[src/rtl/switch_repeat_gen_if.sv]
// rtl/switch_repeat_gen_if.sv - switch level / move strobe bundle for switch_repeat_gen
interface switch_repeat_gen_if #(
  parameter int NUM_SWITCHES = 4
);
  logic [NUM_SWITCHES-1:0] i_Switch;
  logic                    i_Repeat_En;
  logic [NUM_SWITCHES-1:0] o_Pulse;
  logic [NUM_SWITCHES-1:0] o_Held;

  modport master (
    output i_Switch,
    output i_Repeat_En,
    input  o_Pulse,
    input  o_Held
  );

  modport slave (
    input  i_Switch,
    input  i_Repeat_En,
    output o_Pulse,
    output o_Held
  );
endinterface

[src/rtl/switch_repeat_gen.sv]
// rtl/switch_repeat_gen.sv - N-channel key auto-repeat strobe generator, one FSM and counter per channel
// Optional macro SWITCH_REPEAT_LOCKOUT_EN: only one channel at a time may leave IDLE (lowest index wins).
module switch_repeat_gen #(
  parameter int          NUM_SWITCHES  = 4,
  parameter int          CNT_WIDTH     = 32,
  parameter int unsigned INITIAL_DELAY = 12500000,
  parameter int unsigned REPEAT_PERIOD = 1250000
) (
  input  logic              i_Clk,
  input  logic              i_Reset,
  switch_repeat_gen_if.slave bus
);

  typedef enum logic [1:0] {
    ST_IDLE,
    ST_DELAY,
    ST_REPEAT,
    ST_HELD
  } state_t;

  localparam longint unsigned      CNT_SPAN    = 64'd1 << CNT_WIDTH;
  localparam logic [CNT_WIDTH-1:0] DELAY_LAST  = CNT_WIDTH'(INITIAL_DELAY - 1);
  localparam logic [CNT_WIDTH-1:0] REPEAT_LAST = CNT_WIDTH'(REPEAT_PERIOD - 1);
  localparam logic [CNT_WIDTH-1:0] CNT_ONE     = CNT_WIDTH'(1);

  if (INITIAL_DELAY == 0 || {32'd0, INITIAL_DELAY} >= CNT_SPAN) begin : g_bad_delay
    $fatal(1, "switch_repeat_gen: INITIAL_DELAY must be in 1 .. 2**CNT_WIDTH-1");
  end
  if (REPEAT_PERIOD == 0 || {32'd0, REPEAT_PERIOD} >= CNT_SPAN) begin : g_bad_period
    $fatal(1, "switch_repeat_gen: REPEAT_PERIOD must be in 1 .. 2**CNT_WIDTH-1");
  end

  state_t                  state_q [NUM_SWITCHES];
  logic [CNT_WIDTH-1:0]    cnt_q   [NUM_SWITCHES];
  logic [NUM_SWITCHES-1:0] pulse_q;
  logic [NUM_SWITCHES-1:0] held_q;
  logic [NUM_SWITCHES-1:0] idle_mask;
  logic [NUM_SWITCHES-1:0] press_req;
  logic [NUM_SWITCHES-1:0] grant;

  always_comb begin
    idle_mask = '0;
    for (int k = 0; k < NUM_SWITCHES; k++) begin
      idle_mask[k] = (state_q[k] == ST_IDLE);
    end
    press_req = bus.i_Switch & idle_mask;
  end

`ifdef SWITCH_REPEAT_LOCKOUT_EN
  localparam int IDX_W = (NUM_SWITCHES > 1) ? $clog2(NUM_SWITCHES) : 1;

  logic             owner_valid_q;
  logic [IDX_W-1:0] owner_idx_q;
  logic [IDX_W-1:0] claim_idx;

  // While an owner exists every other channel is IDLE, so the lowest pressed idle channel claims.
  always_comb begin
    grant     = '0;
    claim_idx = '0;
    for (int k = NUM_SWITCHES - 1; k >= 0; k--) begin
      if (press_req[k]) begin
        claim_idx = IDX_W'(k);
      end
    end
    if (!owner_valid_q && |press_req) begin
      grant[claim_idx] = 1'b1;
    end
  end

  always_ff @(posedge i_Clk) begin
    if (i_Reset) begin
      owner_valid_q <= 1'b0;
      owner_idx_q   <= '0;
    end else if (owner_valid_q) begin
      if (!bus.i_Switch[owner_idx_q]) begin
        owner_valid_q <= 1'b0;
      end
    end else if (|press_req) begin
      owner_valid_q <= 1'b1;
      owner_idx_q   <= claim_idx;
    end
  end
`else
  always_comb begin
    grant = press_req;
  end
`endif

  always_ff @(posedge i_Clk) begin
    if (i_Reset) begin
      pulse_q <= '0;
      held_q  <= '0;
      for (int k = 0; k < NUM_SWITCHES; k++) begin
        state_q[k] <= ST_IDLE;
        cnt_q[k]   <= '0;
      end
    end else begin
      for (int k = 0; k < NUM_SWITCHES; k++) begin
        pulse_q[k] <= 1'b0;
        case (state_q[k])
          ST_IDLE: begin
            if (grant[k]) begin
              pulse_q[k] <= 1'b1;
              held_q[k]  <= 1'b1;
              cnt_q[k]   <= '0;
              state_q[k] <= bus.i_Repeat_En ? ST_DELAY : ST_HELD;
            end
          end
          ST_DELAY, ST_REPEAT: begin
            // Release beats an enable drop, which beats a terminal count.
            if (!bus.i_Switch[k]) begin
              state_q[k] <= ST_IDLE;
              held_q[k]  <= 1'b0;
              cnt_q[k]   <= '0;
            end else if (!bus.i_Repeat_En) begin
              state_q[k] <= ST_HELD;
              cnt_q[k]   <= '0;
            end else if (cnt_q[k] == ((state_q[k] == ST_DELAY) ? DELAY_LAST : REPEAT_LAST)) begin
              pulse_q[k] <= 1'b1;
              cnt_q[k]   <= '0;
              state_q[k] <= ST_REPEAT;
            end else begin
              cnt_q[k] <= cnt_q[k] + CNT_ONE;
            end
          end
          ST_HELD: begin
            cnt_q[k] <= '0;
            if (!bus.i_Switch[k]) begin
              state_q[k] <= ST_IDLE;
              held_q[k]  <= 1'b0;
            end else if (bus.i_Repeat_En) begin
              state_q[k] <= ST_DELAY;
            end
          end
          default: begin
            state_q[k] <= ST_IDLE;
            held_q[k]  <= 1'b0;
            cnt_q[k]   <= '0;
          end
        endcase
      end
    end
  end

  assign bus.o_Pulse = pulse_q;
  assign bus.o_Held  = held_q;

endmodule

[src/flat_wrapper.sv]
// flat-port wrapper written by rule: the top's interface ports become plain ports
module switch_repeat_gen_flat 
#(
  parameter int          NUM_SWITCHES  = 4,
  parameter int          CNT_WIDTH     = 32,
  parameter int unsigned INITIAL_DELAY = 12500000,
  parameter int unsigned REPEAT_PERIOD = 1250000
)
  (i_Clk, i_Reset, bus_i_Switch, bus_i_Repeat_En, bus_o_Pulse, bus_o_Held);
  switch_repeat_gen_if #(.NUM_SWITCHES(NUM_SWITCHES)) bus_i ();
  input  logic i_Clk;
  input  logic i_Reset;
  input wire logic [$bits(bus_i.i_Switch)-1:0] bus_i_Switch;
  input wire logic [$bits(bus_i.i_Repeat_En)-1:0] bus_i_Repeat_En;
  output wire logic [$bits(bus_i.o_Pulse)-1:0] bus_o_Pulse;
  output wire logic [$bits(bus_i.o_Held)-1:0] bus_o_Held;
  assign bus_i.i_Switch = bus_i_Switch;
  assign bus_i.i_Repeat_En = bus_i_Repeat_En;
  assign bus_o_Pulse = bus_i.o_Pulse;
  assign bus_o_Held = bus_i.o_Held;
  switch_repeat_gen #(.NUM_SWITCHES(NUM_SWITCHES), .CNT_WIDTH(CNT_WIDTH), .INITIAL_DELAY(INITIAL_DELAY), .REPEAT_PERIOD(REPEAT_PERIOD)) u_core (.i_Clk(i_Clk), .i_Reset(i_Reset), .bus(bus_i));
endmodule
[config.mk]
export PLATFORM = sky130hd
export DESIGN_NAME = switch_repeat_gen_flat
export DESIGN_NICKNAME = d
export VERILOG_FILES = /design/src/rtl/switch_repeat_gen_if.sv /design/src/rtl/switch_repeat_gen.sv /design/src/flat_wrapper.sv
export SDC_FILE = /design/constraint.sdc
export NUM_CORES = 1
export LEC_CHECK = 0
export ABC_CLOCK_PERIOD_IN_PS = 6750
export CORE_ASPECT_RATIO = 0.9
export CORE_MARGIN = 2
export CORE_UTILIZATION = 55
export DETAILED_ROUTE_END_ITERATION = 16
export PLACE_DENSITY = 0.72
export SLEW_MARGIN = 20
export SYNTH_ARGS = -nofsm -noshare
export SYNTH_HDL_FRONTEND = slang
export SYNTH_SLANG_ARGS = --single-unit
[constraint.sdc]
create_clock -name i_Clk -period 6.75 [get_ports i_Clk]
set_input_delay 1.0125 -clock i_Clk [delete_from_list [all_inputs] [get_ports i_Clk]]
set_output_delay 1.0125 -clock i_Clk [all_outputs]
set_load 0.01 [all_outputs]
==> results.yml <==
run_status:
  status: "finished clean"
floorplanning:
  rows: 43
  io_pins: 15
  dieArea_um2: 17000
  core_area_um2: 15500
  initial_utilization_pct: 56.7
  dieHeight_um: 124
  die_w_um: 137
synthesis:
  synth.distinct_cells: 63
  ys_warn_count: 0
  synth_top_area_share_pct: 46.5
  synth_edf_count: 136
  synth_area_um2: 8780
  synthDominantAreaCellType: "edfxtp_1"
  seq_area_frac_synth_pct: 48.3
  ys.flop_type: "edfxtp_1"
  ys_ff_latch: 144
  synth_nets: 894
  syn_inst: 863
  synthTopCellsByArea: "edfxtp_1 47%, xor2_1 6.9%, nor2_1 6.8%"
  async_reset_ff_share_pct: 0
  syn_area_per_cell_um2: 10.2
grt:
  grt_antenna_before_repair: 0
  grt_max_degree: 33
  track_usage_pct: 22.2
  overflow: 0
  grt_pass1_wl_mm: 29.6
  grt_pass1_vias: 6274
cts:
  clk_pin_slew_ns: 0.06
  postCtsSetupRepairBufs: 0
  cts_made_buffers: 17
  clockBufferDepth: 2
  clk-insertion-delay-late_ns: 0.44
  root_buffer: "clkbuf_16"
  clock_sinks: 144
  cts_tree: "yes"
  holdBufCountCts: 0
  post_cts_resized: 0
  cts_max_level: 4
cells_and_area:
  areaGrowthSynthToFinish_pct: 9.61
  nFillCells: 1190
  fin_util_pct: 62.1
  nets: 901
  drive_gt1_share_pct: 6.23
  design_area_um2: 9620
  antenna_cells: 0
critical_path:
  max_stage_delay_ns: 0.89
  r2r_start: "u_core.state_q[0][1]"
  ff2ff_path_depth: 7
  cp_slowest_cell: "or4_1"
  crit_top_cell: "or4_1"
  r2r_end: "u_core.cnt_q[0][7]"
  cp_max_fo: 31
  setup.worst_path.end_class: "register"
  crit_type: "register to register"
  cp_data_arrival_time_ns: 3.51
  worstPathRequired_ns: 6.89
  r2r_slack_ns: 3.38
  cp_cell_sequence: "inv_1 -> ha_1 -> nand4_1 -> or4_1 -> a2111oi_2 -> or4_1 -> nor2_1"
  start_kind: "register"
drt:
  first_pass_iters: 5
  wl_per_cell_um: 16.2
  drcViolationCount: 0
  vias: 6452
  drtIter0Drc: 510
  wirelength_mm: 17.6
  vias_per_cell: 5.95
  drt.antenna.violating_nets: 0
power:
  max-vdd-ir-drop_uv: 238
  combPwrFrac_pct: 21.4
  power_leakage_nw: 3.23
  power_density_nw_per_um2: 354
  intPower_mw: 2.25
  power_mw: 3.41
  switching_share_pct: 33.9
  p_seq_share_pct: 49.8
  p_sw_mw: 1.15
  p_clk_share_pct: 28.9
min_path:
  hold_path.startpoint: "u_core.bus.o_Held[2]"
  min_delay_path_depth: 2
  hold_class: "register to register"
  hold_path_end: "u_core.bus.o_Held[2]"
sta:
  slew_headroom_pct: 29.9
  hold_viol: 0
  fin_crit_sh_pct: 49.9
  finalSetupViolCount: 0
  final_max_slew_viol_count: 0
  layout_setup_ws_ns: 3.38
  clock_skew_ns: 0.00858
  fmax_mhz: 297
  fin_tns_setup_ns: 0
  layout_min_cycle_time_ns: 3.37
  rsz0062_at_grt: "no"
  worst_slew_pin_slew_ns: 1.05
placement:
  dp_hpwl_mm: 11.8
  dpl_cell_area_um2: 9010
  gp_congestion: 0.833
  io_buffers: 14
  place_ws_ns: 3.01
flow_run:
  cap_violations: 0
Yosys cell counts, types with 11 or more instances:
cell type and instances:
nand3_1 53, clkbuf_1 11, and3_1 23, nor4_1 16, inv_1 29, nor2_1 160, nor3_1 37, ha_1 24
and4_1 12, xor2_1 69, nand4_1 44, nand2_1 50, a21oi_1 11, xnor2_1 51, edfxtp_1 136
through the flow:
stage / hold WS, ns / std cells
2_1_floorplan: 0.525 / 863
3_3_place_gp: 0.502 / 1053
3_5_place_dp: 0.518 / 1053
4_1_cts: 0.529 / 1085
5_1_grt: 0.578 / 1085
6_report: 0.520 / 1085
sequential cells by signal, indices dropped and copies added (netlist names):
| signal | cells |
|---|---|
| u_core.bus.o_Pulse | 4 |
| u_core.cnt_q | 128 |
| u_core.bus.o_Held | 4 |
| u_core.state_q | 8 |
metal layers:
metal | wire length (um) | vias up | global-route usage, %
li1 | - | 3146 | -
met2 | 8220 | 158 | 35.0
met3 | 736 | 24 | 5.62
met4 | 255 | 0 | 7.73
met5 | 0 | - | 0
met1 | 8350 | 3124 | 29.9
critical path: cells and delay by family (launching register included):
family / cells / cell delay [ns]
simple gates: 4 / 1.60
flops: 1 / 0.43
buf+inv: 1 / 0.12
fa+ha+maj: 1 / 0.34
compound gates: 1 / 0.58
logic make-up (layout without fill, tap and decap cells):
group | after synthesis | count (layout) | synth area share (%)
compound gates | 45 | 45 | 3.69
xor+xnor | 120 | 120 | 12.0
fa+ha+maj | 24 | 24 | 3.42
buf+inv | 60 | 80 | 3.61
flops | 144 | 144 | 48.3
mux | 2 | 2 | 0.228
simple gates | 468 | 468 | 28.7
power by group through the flow:
stage	registers (mW)	clock network (mW)	logic, mW
after floorplan	1.60	0	0.579
after detailed placement	1.69	0	0.716
after CTS	1.69	0.993	0.727
after global placement	1.68	0	0.689
final	1.69	0.983	0.728
after global routing	1.74	1.03	0.814
placed cells by master, fill, tap and decap left out, drive strengths merged, types with 11 or more instances in the layout:
master,instances
a21oi,11
and3,23
and4,12
clkbuf,20
clkdlybuf4s50,14
edfxtp,136
ha,24
inv,31
nand2,50
nand3,54
nand4,45
nor2,162
nor3,37
nor4,23
xnor2,51
xor2,69
worst max-delay path by stage:
stage	from	to	slack [ns]	depth (start not counted)
final	u_core.state_q[0][1]	u_core.cnt_q[0][7]	3.38	7
after global routing	u_core.state_q[0][1]	u_core.cnt_q[0][7]	3.14	7
after CTS	u_core.state_q[0][1]	u_core.cnt_q[0][7]	3.40	7
after detailed placement	i_Reset	u_core.cnt_q[0][94]	3.01	5
after global placement	i_Reset	u_core.cnt_q[0][95]	3.11	5
after floorplan	bus_i_Switch[0]	u_core.cnt_q[0][0]	2.94	2
area by class of cell:
class	count	area, um2	area share (%)
Multi-Input combinational cell	659	4220	43.9
Inverter	29	109	1.13
Clock buffer	20	457	4.75
Sequential cell	144	4240	44.1
Clock inverter	12	159	1.65
Timing Repair Buffer	19	178	1.85
Tap cell	202	253	2.63
Power figures use the tool's default switching activity.
